**src/rtl/pc_redirect.sv**
```systemverilog
// Fetch PC register with branch/jump redirect and a timed pipeline flush.
// Optional accepted-redirect counter is enabled by defining PC_REDIRECT_CNT_EN.
module pc_redirect #(
    parameter logic [31:0] RESET_PC     = 32'h0000_0000,
    parameter int unsigned FLUSH_CYCLES = 2
) (
    input  logic        i_clk,
    input  logic        i_rst_n,
    input  logic        i_stall,
    input  logic        i_inst_compressed,
    input  logic        i_branch_taken,
    input  logic        i_jump,
    input  logic [31:0] i_target,
    output logic [31:0] o_pc,
    output logic        o_flush,
`ifdef PC_REDIRECT_CNT_EN
    output logic        o_redirect,
    output logic [31:0] o_redirect_count
`else
    output logic        o_redirect
`endif
);

    typedef enum logic {StIdle, StFlush} state_e;

    localparam logic [2:0] CntInit = 3'(FLUSH_CYCLES - 1);

    state_e      r_state, w_state_d;
    logic [2:0]  r_cnt, w_cnt_d;
    logic [31:0] r_pc, w_pc_d;
    logic        r_redirect, w_redirect_d;

    logic        w_req;
    logic        w_accept;
    logic [31:0] w_pc_inc;

    assign w_req    = i_branch_taken | i_jump;
    // Requests seen during a flush come from squashed instructions.
    assign w_accept = w_req & (r_state == StIdle);
    assign w_pc_inc = r_pc + (i_inst_compressed ? 32'd2 : 32'd4);

    always_comb begin
        w_state_d    = r_state;
        w_cnt_d      = r_cnt;
        w_pc_d       = r_pc;
        w_redirect_d = 1'b0;
        if (w_accept) begin
            w_pc_d       = {i_target[31:1], 1'b0};
            w_state_d    = StFlush;
            w_cnt_d      = CntInit;
            w_redirect_d = 1'b1;
        end else if (!i_stall) begin
            w_pc_d = w_pc_inc;
            if (r_state == StFlush) begin
                if (r_cnt == 3'd0) begin
                    w_state_d = StIdle;
                end else begin
                    w_cnt_d = r_cnt - 3'd1;
                end
            end
        end
    end

    always_ff @(posedge i_clk or negedge i_rst_n) begin
        if (!i_rst_n) begin
            r_state    <= StIdle;
            r_cnt      <= 3'd0;
            r_pc       <= RESET_PC;
            r_redirect <= 1'b0;
        end else begin
            r_state    <= w_state_d;
            r_cnt      <= w_cnt_d;
            r_pc       <= w_pc_d;
            r_redirect <= w_redirect_d;
        end
    end

    assign o_pc       = r_pc;
    assign o_flush    = (r_state == StFlush);
    assign o_redirect = r_redirect;

`ifdef PC_REDIRECT_CNT_EN
    logic [31:0] r_redirect_count;

    always_ff @(posedge i_clk or negedge i_rst_n) begin
        if (!i_rst_n) begin
            r_redirect_count <= 32'd0;
        end else if (w_accept && (r_redirect_count != 32'hFFFF_FFFF)) begin
            r_redirect_count <= r_redirect_count + 32'd1;
        end
    end

    assign o_redirect_count = r_redirect_count;
`endif

endmodule

```
**config.mk**
```make
export PLATFORM = sky130hd
export DESIGN_NAME = pc_redirect
export DESIGN_NICKNAME = d
export VERILOG_FILES = /design/src/rtl/pc_redirect.sv
export SDC_FILE = /design/constraint.sdc
export NUM_CORES = 1
export LEC_CHECK = 0
export ABC_CLOCK_PERIOD_IN_PS = 5900
export BUFFER_PORTS_ARGS = -buffer_cell sky130_fd_sc_hd__buf_2
export CAP_MARGIN = 15
export CORE_MARGIN = 4
export CORE_UTILIZATION = 55
export CTS_BUF_LIST = sky130_fd_sc_hd__clkbuf_8
export DETAILED_ROUTE_END_ITERATION = 7
export PLACE_DENSITY_LB_ADDON = 0.15
export SLEW_MARGIN = 15
export SYNTH_ARGS = -nofsm -noshare
export SYNTH_HDL_FRONTEND = slang
export SYNTH_SLANG_ARGS = --single-unit
```
**constraint.sdc**
```tcl
create_clock -name i_clk -period 5.9 [get_ports i_clk]
set_input_delay 0.885 -clock i_clk [delete_from_list [all_inputs] [get_ports i_clk]]
set_output_delay 0.885 -clock i_clk [all_outputs]
set_load 0.01 [all_outputs]
```
==> results.json, run 1 <==
{
  "rsz0062_at_grt": "false",
  "yosysUniqueCellTypes": 43,
  "h-tree-depth": 2,
  "drive_above_1_share": 0.284,
  "netlist_area_um2": 2120,
  "worst_slack_ps": 2610,
  "min_period_over_period": 0.557,
  "cellPowerDensity_nw_per_um2": 496,
  "portBuffers": 69,
  "synthArstFlopShare": 1.00,
  "status": "finished clean",
  "synth-seq-cells": 36,
  "io_pins": 72,
  "yosysMostFrequentCell": "dfrtp_1",
  "cts_buffer_depth": 2,
  "clk_latency_ps": 290,
  "viasPerCell": 5.73,
  "path_max_fanout": 19,
  "min_period_ps": 3290,
  "crit_path_start_kind": "primary input",
  "ir_drop_v": 0.000258,
  "combPwrFrac": 0.427,
  "cp_data_required_time_ps": 6110,
  "syn_to_final_growth_pct": 20.1,
  "cts_sinks": 36,
  "netlist_top_cells_count": "36 x dfrtp_1, 29 x nand2_1, 22 x nor2_1",
  "synth_area_leaders": "dfrtp_1 42%, or4_1 5.3%, nand2_1 5.1%",
  "cts.clk_slew.worst_paths_ps": 70,
  "wire_per_inst_um": 14.2,
  "grt_max_degree": 41,
  "root_buffer": "clkbuf_8",
  "syn_inst": 235,
  "rows": 22,
  "tritoncts": "done",
  "post-place-ws_ps": 2300,
  "dr_total_vias": 1988,
  "synthFlopType": "dfrtp_1",
  "start_util": 0.575,
  "synth_top_cell_by_area": "dfrtp_1",
  "synth_enable_flop_cells": 0,
  "seqPwrFrac": 0.405,
  "min_path_type": "reg -> reg",
  "nets": 341,
  "wl_mm": 4.94,
  "grt.total_usage": 0.198,
  "max_freq_ghz": 0.304,
  "core-area_um2": 3690,
  "swShare": 0.424,
  "diodes": 0,
  "intPower_uw": 727,
  "ant_nets": 0,
  "worstSetupEndpointType": "flop",
  "critPathArrivalTime_ps": 3500,
  "post-cts-setup-buffers": 0,
  "dp_hpwl_mm": 3.55,
  "gp_congestion": 0.757,
  "drc": 0,
  "leakage_uw": 0.00110,
  "synth.top_cell.area_share": 0.425,
  "p_clk_frac": 0.168,
  "grt_pass1_wl_mm": 7.90,
  "maxSlewHeadroom": 0.462,
  "hold_buffers": 0,
  "n_fill_cell": 320,
  "p_switching_uw": 536,
  "critPathKind": "in -> reg",
  "maxSlewViolCount": 0,
  "synth_seq_area_share": 0.425,
  "ys.warnings.count": 0,
  "tightestPinTransition_ps": 807,
  "first_iter_violations": 134,
  "setup_tns_ps": 0,
  "grt_pass1_vias": 1715,
  "setup_viol": 0,
  "worst_clock_skew_ps": 5.58,
  "die_w_um": 70.1,
  "dr.pass1.iters": 4,
  "synth_nets": 278,
  "antenna_found_initial": 0,
  "cts_resized": 0,
  "grt-ovfl-total": 0,
  "numCtsBuffers": 5,
  "cap_violations": 0,
  "dieHeight_um": 70.1,
  "avgSynthCellArea_um2": 9.02,
  "dieArea_um2": 4910,
  "finalHoldViolations": 0
}
-- state kept, by name (all words and copies together) (netlist names) --
name	flops
o_pc	31
o_redirect	1
r_cnt	3
o_flush	1
-- layout make-up --
| cell class | instances | area [um^2] | share of cell area |
|---|---|---|---|
| clock inverters | 3 | 38.8 | 0.0152 |
| multi-input cells | 176 | 1090 | 0.429 |
| inverters | 9 | 33.8 | 0.0133 |
| clock buffers | 5 | 68.8 | 0.0270 |
| repair buffers | 70 | 353 | 0.139 |
| well taps | 48 | 60.1 | 0.0236 |
| flip-flops and latches | 36 | 901 | 0.354 |
-- final timing paths --
kind	start	cells after the start	endpoint	slack, ps
hold reg to reg	r_cnt[1]	2	r_cnt[1]	550
setup / recovery	i_inst_compressed	8	o_pc[29]	2610
max in group asynchronous	i_rst_n	1	o_pc[16]	4710
min in group asynchronous	i_rst_n	1	o_pc[26]	680
setup reg to reg	o_pc[1]	7	o_pc[29]	2950
hold / removal	r_cnt[1]	2	r_cnt[1]	550
-- through the flow --
stage	instance area, um^2	hold slack, ps	instances	utilization	total power [uW]
3_5_place_dp	2440	541	339	0.661	1060
2_1_floorplan	2120	496	235	-	852
6_report	2550	551	347	0.691	1260
4_1_cts	2550	551	347	0.691	1270
3_3_place_gp	2440	511	339	0.661	1030
5_1_grt	2550	587	347	0.691	1370
-- power by group through the flow --
stage | clock network (uW) | registers, uW | logic, uW
detailed placement | 0 | 513 | 546
floorplan | 0 | 536 | 317
global placement | 0 | 504 | 530
CTS | 216 | 509 | 547
finish | 213 | 511 | 539
global route | 225 | 534 | 605
-- placed cells by master, fill, tap and decap left out, types with 2 or more instances in the layout --
master     n
a21oi_1    3
a31oi_1   17
and3_2     3
buf_2     69
clkbuf_8   5
dfrtp_1   36
ha_1       4
inv_1     10
nand2_1   29
nand3_1    8
nand4_1    6
nand4b_1   2
nor2_1    22
nor3_1     4
o211ai_1   2
o21ai_0   16
o31ai_1   11
or3_1      5
or4_1     15
xnor2_1   10
xor2_1     2
-- layer usage --
layer  vias up  wire, um  track usage
met5         -         0            0
met2        62      2340        0.317
li1        985         -            -
met1       935      2220        0.264
met4         0        42       0.0468
met3         6       337       0.0590
-- critical path: stages --
cell	delay [ps]
buf_2	110
ha_1	160
inv_1	50
fa_1	400
nand4bb_4	240
or4_1	850
or4_1	590
a31oi_1	190
-- kinds of logic after synthesis --
group / after synthesis / share of synthesized area
mux: 2 / 0.0100
xor+xnor: 12 / 0.0496
flops: 36 / 0.425
compound gates: 51 / 0.149
other cells: 1 / 0.00177
fa+ha+maj: 5 / 0.0330
buf+inv: 23 / 0.0619
simple gates: 105 / 0.270
(Power assumes the default switching activity.)
==> inputs of run 2 (changes only) <==
- ABC_AREA: not set -> 1
- ABC_CLOCK_PERIOD_IN_PS: 5900 -> 2900
- CORE_UTILIZATION: 55 -> 50
- clock period: 5.9 -> 2.9 ns (I/O delays scaled with it)
==> results.json, run 2 <==
{
  "synthFlopType": "dfrtp_1",
  "dieHeight_um": 82.3,
  "final_cell_mix": "150 x nand2_1, 69 x buf_2, 53 x inv_1",
  "max_freq_ghz": 0.491,
  "rsz0062_at_grt": "false",
  "ir_drop_v": 0.000628,
  "numCtsBuffers": 5,
  "setup_viol": 0,
  "grt-ovfl-total": 0,
  "grt_max_degree": 37,
  "maxSlewHeadroom": 0.436,
  "worst_slack_ps": 864,
  "worstSetupEndpointType": "flop",
  "viasPerCell": 5.14,
  "dieArea_um2": 6780,
  "min_period_ps": 2040,
  "root_buffer": "clkbuf_8",
  "synth_nets": 480,
  "drive_above_1_share": 0.219,
  "tightestPinTransition_ps": 846,
  "cts.clk_slew.worst_paths_ps": 80,
  "status": "finished clean",
  "finalHoldViolations": 0,
  "hold_buffers": 0,
  "synth.top_cell.area_share": 0.326,
  "wire_per_inst_um": 13.3,
  "portBuffers": 69,
  "layout_commonest_cell": "nand2_1",
  "cts_resized": 0,
  "crit_path_start_kind": "flop",
  "synth_enable_flop_cells": 0,
  "synth-seq-cells": 36,
  "design_power_total_uw": 3260,
  "ys.warnings.count": 0,
  "tritoncts": "done",
  "path_max_fanout": 5,
  "cts_buffer_depth": 2,
  "start_util": 0.527,
  "n_fill_cell": 507,
  "synth_seq_area_share": 0.326,
  "die_w_um": 82.3,
  "setup_tns_ps": 0,
  "synthArstFlopShare": 1.00,
  "io_pins": 72,
  "critPathArrivalTime_ps": 2230,
  "min_period_over_period": 0.702,
  "rows": 26,
  "dr_total_vias": 2939,
  "h-tree-depth": 2,
  "post-place-ws_ps": 690,
  "fin_util": 0.621,
  "antenna_found_initial": 0,
  "synth_area_leaders": "dfrtp_1 33%, nand2_1 20%, nand3_1 7.8%",
  "critPathKind": "reg -> reg",
  "syn_to_final_growth_pct": 17.8,
  "min_path_type": "in -> async",
  "whs_ps": 234,
  "leakage_uw": 0.00168,
  "ant_nets": 0,
  "nets": 544,
  "synth_top_cell_by_area": "dfrtp_1",
  "wl_mm": 7.63,
  "maxSlewViolCount": 0,
  "avgSynthCellArea_um2": 6.32,
  "clk_latency_ps": 300,
  "worst_clock_skew_ps": 7.42,
  "core-area_um2": 5240,
  "yosysUniqueCellTypes": 36,
  "dp_hpwl_mm": 5.62,
  "grt.total_usage": 0.241,
  "diodes": 0,
  "netlist_area_um2": 2760,
  "grt_pass1_vias": 2809,
  "post-cts-setup-buffers": 0,
  "syn_inst": 437,
  "yosysMostFrequentCell": "nand2_1",
  "drc": 0,
  "grt_pass1_wl_mm": 12.7,
  "largest_register_ffs": 31,
  "netlist_top_cells_count": "150 x nand2_1, 53 x inv_1, 52 x nor2_1",
  "cp_data_required_time_ps": 3090,
  "gp_congestion": 0.864,
  "first_iter_violations": 153,
  "cap_violations": 0,
  "cellPowerDensity_nw_per_um2": 1000,
  "cts_sinks": 36,
  "dr.pass1.iters": 5
}
## run 2: cell types whose count changed after synthesis, moves of 8 or more
cell     delta
nand2_1   +121
inv_1      +44
nand3_1    +35
nor2_1     +30
or4_1      -15
a31oi_1    -14
o31ai_1    -11
o21ai_0    +10
xnor2_1    -10
nor2_2      +8
## run 2: worst max-delay path, cell delays in order (launching register included)
cell and delay, ps:
dfrtp_1 370, ha_1 190, inv_1 60, fa_1 490, nor2_1 190, nand3_1 160
nor2_1 230, nand2_1 90, o21ai_0 80, nor2_1 60
## run 2: where the power goes
group	internal, uW	switching, uW
combinational	602	1050
clock	304	202
sequential	748	349
total	1650	1600
## run 2: layer usage
layer,track usage,vias up,part of all wire
met4,0.0797,0,0.016
met5,0,-,0
met1,0.317,1321,0.45
met3,0.0531,10,0.077
li1,-,1495,-
met2,0.392,113,0.46
## run 2: path summary, 6_finish.rpt
path                       endpoint  cells past startpoint   startpoint  slack (ps)
max                        o_pc[15]                      9      o_pc[1]         860
min                         o_pc[2]                      1      i_rst_n         230
max reg2reg                o_pc[15]                      9      o_pc[1]         860
min reg2reg                r_cnt[0]                      1     r_cnt[0]         510
max in group asynchronous  o_pc[30]                      1      i_rst_n        2130
min in group i_clk          o_pc[2]                      3  i_target[2]         340
## run 2: layout make-up
class,instances,area [um^2],share of cell area
multi-input cells,331,1570,0.483
flip-flops and latches,36,901,0.277
repair buffers,70,353,0.108
inverters,57,216,0.0665
clock buffers,7,96.3,0.0296
well taps,70,87.6,0.0269
clock inverters,1,30.0,0.00923
## run 2: cell families after synthesis
group           count (synthesis)  synth area share
xor+xnor                        1           0.00317
compound gates                 49             0.104
flops                          36             0.326
other cells                     1           0.00136
simple gates                  275             0.434
fa+ha+maj                       5            0.0254
buf+inv                        70             0.106
## run 2: stage by stage
stage                     cells  instance area, um^2
after floorplan             437                 2760
after global placement      564                 3130
after detailed placement    564                 3130
after CTS                   572                 3250
after global routing        572                 3250
final                       572                 3250
==> inputs of run 3 (changes only) <==
- ABC_AREA: 1 -> 0
- ABC_CLOCK_PERIOD_IN_PS: 2900 -> 1900
- CORE_UTILIZATION: 50 -> 52
- clock period: 2.9 -> 1.9 ns (I/O delays scaled with it)
==> results.json, run 3 (synthesis results as in run 1) <==
{
  "min_path_type": "in -> reg",
  "portBuffers": 69,
  "dr.pass1.iters": 4,
  "dr.max_layer_used": "met4",
  "worstSetupEndpointType": "flop",
  "layout_commonest_cell": "buf_2",
  "io_pins": 72,
  "grt-ovfl-total": 0,
  "grt_pass1_wl_mm": 9.89,
  "ir_drop_v": 0.000857,
  "ant_nets": 0,
  "setup_viol": 20,
  "dr_total_vias": 2237,
  "die_w_um": 71.9,
  "drive_above_1_share": 0.435,
  "start_util": 0.558,
  "cap_violations": 0,
  "post-place-ws_ps": -738,
  "viasPerCell": 5.80,
  "diodes": 0,
  "grt_max_degree": 40,
  "path_max_fanout": 5,
  "rsz0062_at_grt": "true",
  "h-tree-depth": 2,
  "violations": "setup timing",
  "cellPowerDensity_nw_per_um2": 1500,
  "cts_sinks": 36,
  "cp_data_required_time_ps": 2120,
  "first_iter_violations": 175,
  "crit_path_start_kind": "flop",
  "maxSlewViolCount": 0,
  "fin_cells": 386,
  "worst_slack_ps": -602,
  "antenna_found_initial": 0,
  "max_freq_ghz": 0.400,
  "wl_met1_mm": 2.50,
  "tightestPinTransition_ps": 570,
  "worst_clock_skew_ps": 8.52,
  "min_period_ps": 2500,
  "dieHeight_um": 71.9,
  "status": "finished with violations",
  "critPathKind": "reg -> reg",
  "grt_pass1_vias": 2123,
  "tritoncts": "done",
  "syn_to_final_growth_pct": 43.1,
  "nets": 380,
  "wl_met2_mm": 3.17,
  "drc": 0,
  "wl_mm": 6.25,
  "core-area_um2": 3800,
  "min_period_over_period": 1.32,
  "leakage_uw": 0.00134,
  "wl_met3_um": 497,
  "cts.clk_slew.worst_paths_ps": 80,
  "critPathArrivalTime_ps": 2720,
  "root_buffer": "clkbuf_8",
  "setup_tns_ps": -7570,
  "gp_congestion": 0.815,
  "final_cell_mix": "69 x buf_2, 36 x dfrtp_1, 29 x nand2_1, 29 x buf_4, 21 x nor2_1",
  "wire_per_inst_um": 16.2,
  "clk_latency_ps": 290,
  "grt.total_usage": 0.241,
  "numCtsBuffers": 5,
  "dp_hpwl_mm": 4.28,
  "largest_register_ffs": 31,
  "dieArea_um2": 5160,
  "cts_buffer_depth": 2,
  "rows": 22,
  "maxSlewHeadroom": 0.619,
  "dp_cells": 367,
  "finalHoldViolations": 0
}
-- run 3: changes by cell type in the layout (fill, tap and decap cells not counted), moves of 13 or more --
| cell | before | now |
|---|---|---|
| nand3_1 | 43 | 8 |
| o21ai_0 | 26 | 13 |
| nor2_1 | 52 | 21 |
| nand2_1 | 150 | 29 |
| buf_4 | 1 | 29 |
| a31oi_1 | 3 | 17 |
| inv_1 | 53 | 8 |
-- run 3: area by class of cell --
class                      count  area (um^2)
multi-input combinational    177         1220
sequential                    36          901
fill                         248          764
timing repair buffer         108          692
clock buffer                   7         96.3
tap                           48         60.1
inverter                       9         33.8
clock inverter                 1         30.0
-- run 3: layer usage --
metal,vias up,track usage
met2,82,0.396
li1,1063,-
met3,8,0.0589
met4,0,0.0501
met1,1084,0.322
met5,-,0
-- run 3: metrics by stage --
step                power (uW)  cell area (um^2)  hold WS [ps]   util
floorplan                 2670              2140         -10.6      -
global placement          3500              2680           257  0.704
detailed placement        3600              2680           255  0.704
CTS                       4480              2960           190  0.780
global route              4870              3030           200  0.799
finish                    4550              3030           193  0.799
-- run 3: final timing paths --
| path | from | end | slack (ps) | cells past startpoint |
|---|---|---|---|---|
| min reg2reg | r_cnt[1] | r_cnt[1] | 540 | 2 |
| max | o_pc[1] | o_pc[31] | -600 | 7 |
| max in group asynchronous | i_rst_n | o_pc[5] | 980 | 3 |
| min | i_target[4] | o_pc[4] | 190 | 3 |
| min in group asynchronous | i_rst_n | o_pc[26] | 460 | 2 |
| max reg2reg | o_pc[1] | o_pc[31] | -600 | 7 |
-- run 3: worst max-delay path: stages, from the launching register on --
cell,delay (ps)
dfrtp_1,360
ha_2,190
inv_2,40
fa_2,340
nand4bb_4,260
or4_4,540
or4_4,520
a31oi_1,170
-- run 3: where the power goes --
| group | internal (uW) | switching [uW] |
|---|---|---|
| clock network | 463 | 288 |
| logic | 1050 | 1210 |
| registers | 1130 | 402 |
| total | 2640 | 1900 |
-- run 3: what timing repair did --
| action | 4_1_cts | 5_1_grt |
|---|---|---|
| resized for setup | 17 | 15 |
| pin swaps | 21 | 11 |
| endpoints found under the hold margin | 17 | 0 |
| endpoints found under the setup margin | 22 | 22 |
| buffers inserted | 8 | 2 |
| cloned | 1 | 0 |
| hold buffers | 1 | 0 |
